--- config.mk ---
export PLATFORM = sky130hd
export DESIGN_NAME = fb_write_arbiter
export DESIGN_NICKNAME = d
export VERILOG_FILES = /design/src/rtl/fb_write_arbiter.sv
export SDC_FILE = /design/constraint.sdc
export NUM_CORES = 1
export LEC_CHECK = 0
export ABC_AREA = 0
export ABC_CLOCK_PERIOD_IN_PS = 2770
export BUFFER_PORTS_ARGS = -buffer_cell sky130_fd_sc_hd__buf_2
export CAP_MARGIN = 20
export CORE_ASPECT_RATIO = 0.5
export CORE_MARGIN = 10
export CORE_UTILIZATION = 46
export DETAILED_ROUTE_END_ITERATION = 8
export PLACE_DENSITY = 0.8
export SLEW_MARGIN = 10
export SYNTH_ARGS = -nofsm -noshare
export SYNTH_HDL_FRONTEND = slang
export SYNTH_SLANG_ARGS = --single-unit
--- constraint.sdc ---
create_clock -name clk -period 2.77 [get_ports clk]
set_clock_uncertainty 0.15 [all_clocks]
set_input_delay 0.277 -clock clk [delete_from_list [all_inputs] [get_ports clk]]
set_output_delay 0.277 -clock clk [all_outputs]
set_load 0.05 [all_outputs]
--- src/rtl/fb_write_arbiter.sv ---
// Four-channel sprite write arbiter for a framebuffer port.
// Channels are granted round-robin and keep the grant for a whole sprite burst
// (until req_last or MAX_BURST transfers). Accepted pixels are written one cycle
// later; pixels outside the visible area are consumed and counted instead.
module fb_write_arbiter #(
  parameter int H_RES     = 640,
  parameter int V_RES     = 480,
  parameter int MAX_BURST = 256
) (
  input  logic             clk,
  input  logic             rst_n,
  input  logic [3:0]       req_valid,
  input  logic [3:0]       req_last,
  input  logic [3:0][9:0]  req_x,
  input  logic [3:0][9:0]  req_y,
  input  logic [3:0][7:0]  req_data,
  output logic [3:0]       req_ready,
  output logic             wr_en,
  output logic [9:0]       wr_x,
  output logic [9:0]       wr_y,
  output logic [7:0]       wr_data,
  output logic [1:0]       owner,
  output logic             busy,
  output logic [15:0]      drop_count
);

  typedef enum logic {IDLE = 1'b0, BURST = 1'b1} state_t;

  // 11-bit limits so a resolution of exactly 1024 still compares correctly.
  localparam logic [10:0] H_LIM    = 11'(H_RES);
  localparam logic [10:0] V_LIM    = 11'(V_RES);
  localparam logic [8:0]  CNT_LAST = 9'(MAX_BURST - 1);

  state_t      state, state_next;
  logic [1:0]  rr_ptr;
  logic [8:0]  burst_cnt;
  logic [3:0]  rot_valid;
  logic [1:0]  sel_offset;
  logic [1:0]  sel_ch;
  logic        any_valid;
  logic        accept;
  logic        burst_end;
  logic        in_range;

  // Request vector rotated so that bit 0 is the channel at the round-robin pointer.
  generate
    for (genvar gi = 0; gi < 4; gi++) begin : g_rot
      assign rot_valid[gi] = req_valid[rr_ptr + 2'(gi)];
    end
  endgenerate

  // First requester at or after the pointer wins.
  always_comb begin
    sel_offset = 2'd0;
    if (rot_valid[0])      sel_offset = 2'd0;
    else if (rot_valid[1]) sel_offset = 2'd1;
    else if (rot_valid[2]) sel_offset = 2'd2;
    else if (rot_valid[3]) sel_offset = 2'd3;
  end

  assign sel_ch    = rr_ptr + sel_offset;
  assign any_valid = |req_valid;
  // Only the owner's valid/last matter; other channels' last bits are ignored.
  assign accept    = (state == BURST) && req_valid[owner];
  assign burst_end = accept && (req_last[owner] || (burst_cnt == CNT_LAST));
  assign in_range  = ({1'b0, req_x[owner]} < H_LIM) && ({1'b0, req_y[owner]} < V_LIM);

  // State register.
  always_ff @(posedge clk or negedge rst_n) begin
    if (!rst_n) state <= IDLE;
    else        state <= state_next;
  end

  // Next-state: one arbitration cycle in IDLE, hold BURST until the sprite ends.
  always_comb begin
    state_next = state;
    case (state)
      IDLE:    if (any_valid) state_next = BURST;
      BURST:   if (burst_end) state_next = IDLE;
      default: state_next = IDLE;
    endcase
  end

  // FSM outputs: only the owner may transfer, and only during BURST.
  always_comb begin
    busy      = (state == BURST);
    req_ready = 4'b0000;
    if (state == BURST) req_ready = 4'b0001 << owner;
  end

  // Grant bookkeeping: owner latched at arbitration, pointer advanced at release.
  always_ff @(posedge clk or negedge rst_n) begin
    if (!rst_n) begin
      owner     <= 2'd0;
      rr_ptr    <= 2'd0;
      burst_cnt <= 9'd0;
    end else if (state == IDLE) begin
      if (any_valid) begin
        owner     <= sel_ch;
        burst_cnt <= 9'd0;
      end
    end else if (accept) begin
      burst_cnt <= burst_cnt + 9'd1;
      if (burst_end) rr_ptr <= owner + 2'd1;
    end
  end

  // Write port and drop counter: accepted pixel lands one cycle later.
  always_ff @(posedge clk or negedge rst_n) begin
    if (!rst_n) begin
      wr_en      <= 1'b0;
      wr_x       <= 10'd0;
      wr_y       <= 10'd0;
      wr_data    <= 8'd0;
      drop_count <= 16'd0;
    end else begin
      wr_en <= accept && in_range;
      if (accept) begin
        wr_x    <= req_x[owner];
        wr_y    <= req_y[owner];
        wr_data <= req_data[owner];
        if (!in_range && (drop_count != 16'hFFFF)) drop_count <= drop_count + 16'd1;
      end
    end
  end

endmodule

==> flow_metrics.py <==
metrics = {
    "outcome": {
        "status": "finished, final reports clean",
    },
    "placed_design": {
        "dp_hpwl_um": 8300,
        "port_buffers": 173,
        "place_inst": 548,
        "gp_congestion": 0.881,
    },
    "timing": {
        "rsz0062_at_grt": "false",
        "fin_crit_sh": 0.870,
        "hold_viol": 0,
        "fin_setup_tns_ns": 0,
        "max-slew-margin-rel": 0.370,
        "whs_ns": 0.242,
        "drv_slew": 0,
        "max_freq_ghz": 0.415,
        "worstMarginPinSlew_ns": 0.946,
        "finalSetupViolCount": 0,
        "period_needed_ns": 2.41,
    },
    "drt": {
        "first_pass_iters": 4,
        "viasPerCell": 5.36,
        "drtIter0Drc": 160,
        "final_antenna_net_count": 0,
        "vias": 3027,
        "routed_wl_um": 10400,
        "wl_per_cell_um": 18.4,
        "drc": 0,
    },
    "yosys": {
        "async_reset_ff_frac": 1.00,
        "synthTopCellsByCount": "59 x dfrtp_1, 38 x nand2_1, 30 x mux4_2",
        "synth.cell_area_sq_um": 3480,
        "synth_edf_count": 0,
        "synth-seq-cells": 59,
        "syn-instance-count": 287,
        "ys_seq_area_frac": 0.425,
        "postSynthNetCount": 417,
        "yosysMostFrequentCell": "dfrtp_1",
        "synth_warnings": 0,
        "avgSynthCellArea_sq_um": 12.1,
        "synth_area_leaders": "dfrtp_1 42%, mux4_2 19%, mux2_2 5.8%, nand2_1 4.1%, xor2_1 3.8%",
        "yosysTopAreaCell": "dfrtp_1",
        "yosysTopAreaCellShare": 0.425,
        "synthFlopType": "dfrtp_1",
        "synth_cell_types": 41,
    },
    "clocking": {
        "clk_latency_ns": 0.32,
        "clock_path_buffers": 2,
        "clkSinkCount": 59,
        "clkTransAtPathRegs_ns": 0.05,
        "cts_root_buf": "clkbuf_16",
        "cts_resized": 0,
        "cts_buffers": 9,
        "htreeDepth": 3,
        "tritoncts": "built",
    },
    "setup_path": {
        "timing.rr.end": "drop_count[1]",
        "cp_max_fo": 20,
        "ff2ff_setup_slack_ns": 0.36,
        "r2r-start": "owner[1]",
        "critPathKind": "reg -> reg",
        "r2r_cells": 5,
        "worst_setup_path_end_kind": "flip-flop",
        "crit_path_start_kind": "flip-flop",
        "crit_required_ns": 2.82,
        "cp.arrival_ns": 2.46,
    },
    "worst_hold_path": {
        "min_to": "wr_y[1]",
        "hp-start": "req_y[31]",
        "whs_path_depth": 3,
        "hold_path.class": "in -> reg",
    },
    "power_and_ir_drop": {
        "switchingPower_mw": 2.72,
        "leakagePower_nw": 2.34,
        "internal-power_mw": 3.01,
        "peakVddDrop_v": 0.000600,
        "netSwitchingFraction": 0.475,
        "seqPwrFrac": 0.259,
        "power_frac_clock": 0.176,
        "power.density_nw_per_um2": 1220,
        "power_frac_comb": 0.564,
    },
    "layout": {
        "fin_cells": 565,
        "area_growth_pct": 35.7,
        "fillCellCount": 607,
        "drive_above_1_share": 0.529,
        "nets": 594,
        "antenna_cells": 0,
    },
    "job": {
        "max_cap_violations": 0,
    },
    "floorplan": {
        "rows": 22,
        "core-area_sq_um": 7350,
        "ios": 174,
        "dieHeight_um": 81.5,
        "die_area_sq_um": 11600,
        "die_w_um": 143,
        "initial_core_util": 0.473,
    },
    "global_routing": {
        "antenna_found_initial": 1,
        "grt_max_degree": 43,
        "grt_pass1_vias": 3246,
        "grt_overflow": 0,
        "track_usage": 0.175,
        "grt_first_pass_wirelength_um": 16100,
    },
}
[repair_timing]
item	4_1_cts	5_1_grt
hold buffers	1	0
endpoints found under the setup margin	0	0
setup buffers	0	0
hold endpoints to repair	40	0
[worst max-delay path by stage]
stage / depth (start not counted) / endpoint / startpoint / slack (ns)
5_1_grt: 6 / burst_cnt[4] / owner[0] / 0.23
4_1_cts: 5 / drop_count[1] / owner[1] / 0.35
6_report: 5 / drop_count[1] / owner[1] / 0.36
3_5_place_dp: 5 / drop_count[1] / owner[1] / 0.38
2_1_floorplan: 7 / drop_count[1] / owner[0] / 0.02
3_3_place_gp: 5 / drop_count[1] / owner[1] / 0.45
[power by group through the flow]
stage	registers (mW)	clock network, mW	logic [mW]
after global routing	1.55	1.08	3.46
after CTS	1.49	1.03	3.27
after floorplan	2.38	0	1.62
after detailed placement	1.49	0	3.26
after global placement	1.48	0	3.20
final	1.49	1.01	3.24
[cell families (layout without fill, tap and decap cells)]
group / count (synthesis) / count (layout) / synth area share
muxes: 53 / 53 / 0.269
xor gates and xnor gates: 23 / 23 / 0.0579
and+or+nand+nor: 100 / 100 / 0.144
adders and majority gates: 8 / 8 / 0.0288
buffers and inverters: 24 / 206 / 0.0371
AOI/OAI and AO/OA: 20 / 20 / 0.0385
DFF: 59 / 59 / 0.425
[metal layers]
layer / part of all wire / vias to the layer above / track usage / wire length (um)
met5: 0 / - / 0 / 0
met4: 0.027 / 0 / 0.0583 / 278
met3: 0.091 / 25 / 0.0731 / 945
met2: 0.51 / 136 / 0.303 / 5340
met1: 0.37 / 1456 / 0.194 / 3850
li1: - / 1410 / - / -
[registers in the layout, indices dropped and copies added (netlist names)]
name / cells
wr_data: 8
wr_en: 1
burst_cnt: 9
owner: 2
rr_ptr: 2
wr_y: 10
drop_count: 16
wr_x: 10
busy: 1
[worst max-delay path, cell delays in order, from the launching register on]
cell and delay, ns:
dfrtp_1 0.61, buf_4 0.37, mux4_2 0.43, nor3_4 0.23, or2_1 0.17, mux2_1 0.33
[stage by stage]
step	area [sq um]	utilization	power [mW]	setup slack [ns]
after CTS	4720	0.642	5.79	0.352
after global routing	4720	0.642	6.09	0.232
after global placement	4430	0.603	4.69	0.454
after floorplan	3480	-	4.00	0.0203
final	4720	0.642	5.73	0.361
after detailed placement	4430	0.603	4.75	0.376
[cell usage in the layout (no fill, tap or decap), types with 2 or more instances in the layout]
cell type	Yosys	routed
buf_2	4	173
dfrtp_1	59	58
nand2_1	38	38
mux4_2	30	30
mux2_2	18	18
xor2_1	15	15
nor2_1	12	12
nand3_1	11	11
buf_4	0	10
nor3_1	9	9
clkbuf_16	0	9
xnor2_1	8	8
ha_1	8	8
o21ai_0	7	7
inv_1	6	6
and2_1	5	5
nor4_1	5	5
mux2_1	5	5
nand4_1	4	4
a21oi_1	3	3
a211oi_1	3	3
nor3b_1	3	3
clkbuf_1	5	3
nand3b_1	2	2
and4_1	2	2
and3_1	2	2
clkbuf_8	0	2
clkinv_2	0	2
[cell type report]
class | instances | area, sq um | share of cell area
clock buffer | 14 | 264 | 0.0560
clock inverter | 2 | 10.0 | 0.00212
inverter | 6 | 22.5 | 0.00477
multi-input combinational | 204 | 1870 | 0.397
sequential | 59 | 1480 | 0.313
tap | 96 | 120 | 0.0255
timing repair buffer | 184 | 951 | 0.202
Note: power is estimated with default switching activity, not from simulation.
